===== config.mk =====
export PLATFORM = sky130hd
export DESIGN_NAME = cache_controller
export DESIGN_NICKNAME = d
export VERILOG_FILES = /design/src/rtl/cache_controller.sv
export SDC_FILE = /design/constraint.sdc
export NUM_CORES = 1
export LEC_CHECK = 0
export CAP_MARGIN = 20
export CORE_MARGIN = 2
export CORE_UTILIZATION = 54
export DETAILED_ROUTE_END_ITERATION = 16
export PLACE_DENSITY = 0.85
export SETUP_SLACK_MARGIN = 0.02
export SLEW_MARGIN = 25
export SYNTH_ARGS = -nofsm -noshare
export SYNTH_HDL_FRONTEND = slang
export SYNTH_SLANG_ARGS = --single-unit
export TNS_END_PERCENT = 30

===== constraint.sdc =====
create_clock -name clk -period 2.9 [get_ports clk]
set_input_delay 0.725 -clock clk [delete_from_list [all_inputs] [get_ports clk]]
set_output_delay 0.725 -clock clk [all_outputs]
set_load 0.02 [all_outputs]

===== src/rtl/cache_controller.sv =====
// Cache controller FSM: sequences hit, write-back and refill strobes for the cache datapath
// and keeps saturating hit/miss/write-back statistics.
module cache_controller #(
  parameter int unsigned CNT_WIDTH = 16
) (
  input  logic                 clk,
  input  logic                 rst_n,
  input  logic                 cpu_req_valid,
  input  logic                 cpu_req_type,
  output logic                 cpu_stall,
  output logic                 cpu_done,
  input  logic                 cache_hit,
  input  logic                 cache_dirty,
  input  logic                 mem_ack,
  output logic                 read_en_cache,
  output logic                 write_en_cache,
  output logic                 read_en_mem,
  output logic                 write_en_mem,
  output logic                 req_type,
  output logic [CNT_WIDTH-1:0] hit_cnt,
  output logic [CNT_WIDTH-1:0] miss_cnt,
  output logic [CNT_WIDTH-1:0] wb_cnt,
  output logic [2:0]           state
);

  typedef enum logic [2:0] {
    StIdle      = 3'd0,
    StCompare   = 3'd1,
    StWriteBack = 3'd2,
    StAllocate  = 3'd3,
    StDone      = 3'd4
  } state_e;

  localparam logic [CNT_WIDTH-1:0] CntMax = '1;
  localparam logic [CNT_WIDTH-1:0] CntOne = {{(CNT_WIDTH-1){1'b0}}, 1'b1};

  state_e state_q, state_d;
  logic   req_type_q, req_type_d;
  logic   first_pass_q, first_pass_d;
  logic   hit_inc, miss_inc, wb_inc;
  logic [CNT_WIDTH-1:0] hit_cnt_q, miss_cnt_q, wb_cnt_q;

  always_ff @(posedge clk) begin
    if (!rst_n) begin
      state_q      <= StIdle;
      req_type_q   <= 1'b0;
      first_pass_q <= 1'b0;
    end else begin
      state_q      <= state_d;
      req_type_q   <= req_type_d;
      first_pass_q <= first_pass_d;
    end
  end

  always_comb begin
    state_d        = state_q;
    req_type_d     = req_type_q;
    first_pass_d   = first_pass_q;
    cpu_stall      = 1'b1;
    cpu_done       = 1'b0;
    read_en_cache  = 1'b0;
    write_en_cache = 1'b0;
    read_en_mem    = 1'b0;
    write_en_mem   = 1'b0;
    hit_inc        = 1'b0;
    miss_inc       = 1'b0;
    wb_inc         = 1'b0;
    case (state_q)
      StIdle: begin
        cpu_stall = 1'b0;
        if (cpu_req_valid) begin
          req_type_d   = cpu_req_type;
          first_pass_d = 1'b1;
          state_d      = StCompare;
        end
      end
      StCompare: begin
        if (cache_hit) begin
          read_en_cache  = ~req_type_q;
          write_en_cache = req_type_q;
          hit_inc        = first_pass_q;
          state_d        = StDone;
        end else begin
          // Only the first lookup of a request counts; re-lookups after refill do not.
          miss_inc = first_pass_q;
          state_d  = cache_dirty ? StWriteBack : StAllocate;
        end
      end
      StWriteBack: begin
        read_en_cache = 1'b1;
        write_en_mem  = 1'b1;
        if (mem_ack) begin
          wb_inc  = 1'b1;
          state_d = StAllocate;
        end
      end
      StAllocate: begin
        read_en_mem = 1'b1;
        if (mem_ack) begin
          write_en_cache = 1'b1;
          first_pass_d   = 1'b0;
          state_d        = StCompare;
        end
      end
      StDone: begin
        cpu_done = 1'b1;
        state_d  = StIdle;
      end
      default: state_d = StIdle;
    endcase
  end

  always_ff @(posedge clk) begin
    if (!rst_n) begin
      hit_cnt_q  <= '0;
      miss_cnt_q <= '0;
      wb_cnt_q   <= '0;
    end else begin
      if (hit_inc && hit_cnt_q != CntMax) hit_cnt_q <= hit_cnt_q + CntOne;
      if (miss_inc && miss_cnt_q != CntMax) miss_cnt_q <= miss_cnt_q + CntOne;
      if (wb_inc && wb_cnt_q != CntMax) wb_cnt_q <= wb_cnt_q + CntOne;
    end
  end

  assign req_type = req_type_q;
  assign hit_cnt  = hit_cnt_q;
  assign miss_cnt = miss_cnt_q;
  assign wb_cnt   = wb_cnt_q;
  assign state    = state_q;

endmodule

==> results of run 1 <==
-- layer usage --
metal | GRT usage, % | vias up | part of all wire, %
met4 | 6.96 | 0 | 0.92
met2 | 42.4 | 62 | 49
met3 | 4.30 | 6 | 3.7
met1 | 32.2 | 1423 | 46
li1 | - | 1456 | -
met5 | 0 | - | 0
-- sequential cells by signal, indices dropped and copies added (netlist names) --
name          cells
req_type          1
state             3
first_pass_q      1
miss_cnt         16
wb_cnt           16
hit_cnt          16
-- power breakdown --
group	internal (W)	switching [W]
Clock	0.000190	0.000239
Sequential	0.000735	0.0000161
Combinational	0.0000542	0.0000650
Total	0.000980	0.000320
-- worst max path at each step --
stage / cells after the start / end / from / slack, ns
2_1_floorplan: 3 / write_en_cache / cache_hit / 0.54
3_3_place_gp: 4 / write_en_cache / cache_hit / 0.02
3_5_place_dp: 4 / write_en_cache / cache_hit / 0.005
4_1_cts: 4 / read_en_cache / cache_hit / 0.09
5_1_grt: 4 / read_en_cache / cache_hit / 0.03
6_report: 4 / read_en_cache / cache_hit / 0.08
-- logic make-up after synthesis --
kind of cell    count (synthesis)  share of synthesized area, %
compound gates                 84                          19.0
fa+ha+maj                       3                          1.29
buf+inv                        32                          4.48
flops                          53                          36.5
mux                            13                          4.48
simple gates                  163                          34.3
-- area by class of cell --
cell class / count / area (um^2) / area share [%]
inverter: 14 / 52.6 / 1.41
timing repair buffer: 75 / 722 / 19.4
clock buffer: 7 / 86.3 / 2.32
tap: 70 / 87.6 / 2.35
multi-input combinational: 263 / 1720 / 46.0
sequential: 53 / 1060 / 28.5
-- synth_stat cells, drive strengths merged, types with 4 or more instances --
cell type,n
dfxtp,53
nand2,36
a21oi,28
nand3,16
nor3,16
o31ai,16
or4,15
inv,14
mux2i,13
nand4,13
o21ai,13
clkbuf,12
nand2b,12
nor2,11
or3,7
buf,6
nor4,6
and3,5
o41ai,5
and4,4
-- worst min-delay path, delay by kind of cell, from the launching register on --
family	cells	cell delay (ns)
AOI/OAI and AO/OA	2	0.11
DFF	1	0.34
-- what timing repair did --
action	4_1_cts	5_1_grt
setup endpoints to repair	1	1
buffers inserted	0	0
gates resized for setup	1	1
-- per-stage QoR --
step                setup WS [ns]  power [W]  cell area, um^2  utilization [%]
global placement           0.0207   0.000883             3640             70.8
floorplan                   0.538   0.000834             2910                -
CTS                        0.0910    0.00131             3720             72.5
finish                     0.0760    0.00130             3730             72.5
global route               0.0285    0.00135             3730             72.5
detailed placement        0.00465   0.000886             3640             70.8
==> run metrics, run 1 <==
status completed; RSZ-0062 raised after global routing false; GP Congestion 0.877; Reg2Reg Capture Point wb_cnt[13]$_SDFFE_PN0P_; synth-to-layout area growth 28.2%; TritonCTS clock tree done; Vias 2947; Reg2Reg Setup Slack 0.92 ns; Max Fanout on Critical Path 3; Slew Limit Fails 0; H-tree depth 2; clock skew 0.00723 ns; Post-Syn Instances 348; global-route wire length before repair 12.5 mm; EDFF count, synth 0; IO Port Bufs 64; hpwl dp 5.19 mm; number of I/O pins 65; Die Ht 77.4 um; most frequent cell on the critical path clkdlybuf4s50_1; final worst-path cycle share 97.4%; clk slew on worst S/H paths 0.09 ns; hold depth 2; vias in the first global route 2742; CP arrival 2.10 ns; cell type with the largest total area after synthesis dfxtp_1; CP max stage delay 0.63 ns; max_cap viols 0; initial antenna violation count 0; Fillers 443; clock latency on the worst-skew pair 0.31 ns; number of routed nets with antenna violations 0; Post-Place Cells 475; num rows 26; setup tns final 0 ns; ant diodes 0; Initial DRT Pass Iterations 4; Synth cell types 49; largest net degree at the start of global routing 36; Req. time, crit path 2.17 ns; Die Wd 77.4 um; most frequent cells in the layout 63 x clkdlybuf4s50_1, 52 x dfxtp_1, 35 x nand2_1, 28 x a21oi_1; Mapped Avg Cell Area 8.35 um^2; grt total ovfl 0; crit path cell chain clkdlybuf4s50_1 -> nand3b_1 -> a21oi_1 -> clkdlybuf4s50_1; Setup crit start kind primary input; final hold vios 0; GR Util All Layers 24.8%; R2R cell count 4; Slew headroom 45.4%; CTS max path bufs 2; layout cells sized above 1 6.80%; Top delay family on crit path buffers and inverters; Setup CP Type in2out; Buffers & Inverters on Critical Path 2; root cell of the clock tree clkbuf_8; Yosys warning count 0; reg2reg start state[1]$_SDFFE_PN0P_; synthesized cell area 2910 um^2; Die Area 5990 um^2; min-delay src hit_cnt[7]$_SDFFE_PN0P_; Setup crit end kind primary output; Post-Route WL 7.32 mm; maximum vdd drop 256 uV; nets 422; Worst-Margin Slew 0.811 ns; f_max 354 MHz; DRC viols 0; post-synthesis sequential area ratio 36.5%; initial detailed-routing violation count 224; post-DR vias/cell 6.11; Worst Hold Path EP hit_cnt[7]$_SDFFE_PN0P_; hold_buf cts 0; routed len/inst 15.2 um; Final setup violation count 0; Pwr Density 349 nW/um^2; post-synth top area share 36.5%; worst hold-check path type reg2reg; commonest non-fill, non-tap cell in the layout clkdlybuf4s50_1; starting density of the core 56.5%; largest cells by area after synthesis dfxtp_1 37%, a21oi_1 4.8%, nand2_1 4.5%; FFs w/ async S/R, synth 0%; CTS Buf Count 5; Synth Register Bits 53; slowest cell on the critical path clkdlybuf4s50_1; synthesized net count 358; final hold slack 0.489 ns; most common flop cell mapped by yosys dfxtp_1; final std cells w/o fill 482; post-layout min period 2.82 ns; clk sinks 53; core box area 5140 um^2; LEAKAGE 1.17 nW
(Power assumes the default switching activity.)
==> run 2, diff against run 1 <==
Settings changed: CORE_UTILIZATION 54 to 38, PLACE_DENSITY 0.85 to unset.
==> run metrics, run 2 (same netlist as run 1, synthesis figures left out) <==
Die Area 8360 um^2 (was 5990 um^2); Initial DRT Pass Iterations 4 (unchanged); Post-Route WL 7.51 mm (was 7.32 mm); TritonCTS clock tree done (unchanged); Slew Limit Fails 0 (unchanged); clock skew 0.00292 ns (was 0.00723 ns); Worst-Margin Slew 0.808 ns (was 0.811 ns); IO Port Bufs 64 (unchanged); Pwr Density 353 nW/um^2 (was 349 nW/um^2); layout cells sized above 1 7.04% (was 6.80%); RSZ-0062 raised after global routing false (unchanged); Worst Slack Setup Final 0.0824 ns (was 0.0760 ns); Die Wd 91.5 um (was 77.4 um); most frequent cells in the layout 63 x clkdlybuf4s50_1, 52 x dfxtp_1, 35 x nand2_1, 28 x a21oi_1 (unchanged); f_max 355 MHz (was 354 MHz); clk sinks 53 (unchanged); final std cells w/o fill 511 (was 482); worst slack, placed -0.00752 ns (was 0.00465 ns); core box area 7330 um^2 (was 5140 um^2); max_cap viols 0 (unchanged); Setup crit start kind primary input (unchanged); clock latency on the worst-skew pair 0.30 ns (was 0.31 ns); synth-to-layout area growth 29.7% (was 28.2%); hpwl dp 5.41 mm (was 5.19 mm); initial detailed-routing violation count 164 (was 224); Post-Place Cells 503 (was 475); Setup CP Type in2out (unchanged); Die Ht 91.5 um (was 77.4 um); Setup crit end kind primary output (unchanged); post-CTS setup buffers 0 (unchanged); number of routed nets with antenna violations 0 (unchanged); maximum vdd drop 245 uV (was 256 uV); Final setup violation count 0 (unchanged); Slew headroom 45.6% (was 45.4%); post-layout min period 2.82 ns (about the same); Final Power 0.00133 W (was 0.00130 W); Max Fanout on Critical Path 3 (unchanged); status completed (unchanged); global-route wire length before repair 12.8 mm (was 12.5 mm); number of I/O pins 65 (unchanged); DRC viols 0 (unchanged); vias in the first global route 2782 (was 2742); CTS max path bufs 2 (unchanged); nets 421 (was 422); Vias 2900 (was 2947); CTS Buf Count 5 (unchanged); GP Congestion 0.864 (was 0.877); worst hold-check path type reg2reg (unchanged); H-tree depth 2 (unchanged); GR Util All Layers 18.1% (was 24.8%); routed len/inst 14.7 um (was 15.2 um); starting density of the core 39.6% (was 56.5%); final hold slack 0.493 ns (was 0.489 ns); commonest non-fill, non-tap cell in the layout clkdlybuf4s50_1 (unchanged); Req. time, crit path 2.17 ns (about the same); final worst-path cycle share 97.2% (was 97.4%); initial antenna violation count 0 (unchanged); LEAKAGE 1.17 nW (about the same); ant diodes 0 (unchanged); num rows 31 (was 26); clk slew on worst S/H paths 0.10 ns (was 0.09 ns); post-DR vias/cell 5.68 (was 6.11); root cell of the clock tree clkbuf_8 (unchanged); largest net degree at the start of global routing 36 (unchanged); CP arrival 2.09 ns (was 2.10 ns); final hold vios 0 (unchanged); hold_buf cts 0 (unchanged); grt total ovfl 0 (unchanged)
==> run 2: what timing repair did <==
| action | in CTS | in global routing |
|---|---|---|
| gates cloned | 0 | 0 |
| gates resized for setup | 1 | 1 |
| setup endpoints to repair | 1 | 1 |
==> run 2: area by class of cell <==
class / instances / area (um^2)
clock inverter: 1 / 5.00
inverter: 14 / 52.6
timing repair buffer: 74 / 714
clock buffer: 7 / 96.3
fill: 707 / 3560
tap: 99 / 124
sequential: 53 / 1060
multi-input combinational: 263 / 1720
==> run 2: power breakdown <==
group / internal, W / leakage, nW / switching, W
clock: 0.000217 / 0.0542 / 0.000246
sequential: 0.000736 / 0.428 / 0.0000160
combinational: 0.0000542 / 0.690 / 0.0000629
total: 0.00101 / 1.17 / 0.000325
==> run 2: routing by layer <==
metal	track usage [%]	wire, um	up-vias
met5	0	0	-
met4	4.42	47	0
met3	3.82	296	4
met2	29.7	3440	56
met1	24.1	3720	1378
li1	-	-	1462
==> run 2: path summary, 6_finish.rpt <==
| check | startpoint | endpoint | slack (ns) | cells past startpoint |
|---|---|---|---|---|
| worst max-delay path | cache_hit | read_en_cache | 0.08 | 4 |
| worst min-delay path | hit_cnt[7]$_SDFFE_PN0P_ | hit_cnt[7]$_SDFFE_PN0P_ | 0.49 | 2 |
| worst max register to register | state[2]$_SDFFE_PN0P_ | hit_cnt[9]$_SDFFE_PN0P_ | 0.88 | 4 |
| worst min register to register | hit_cnt[7]$_SDFFE_PN0P_ | hit_cnt[7]$_SDFFE_PN0P_ | 0.49 | 2 |
==> run 2: worst max-delay path: stages <==
cell and delay, ns:
clkdlybuf4s50_1 0.50, nand3b_1 0.09, a21oi_1 0.15, clkdlybuf4s50_1 0.63
==> run 2: stage by stage <==
stage | util, % | TNS [ns] | area, um^2
floorplan | - | 0 | 2910
global placement | 50.0 | 0 | 3670
detailed placement | 50.0 | -0.00752 | 3670
CTS | 51.4 | 0 | 3770
global route | 51.4 | 0 | 3770
finish | 51.4 | 0 | 3770
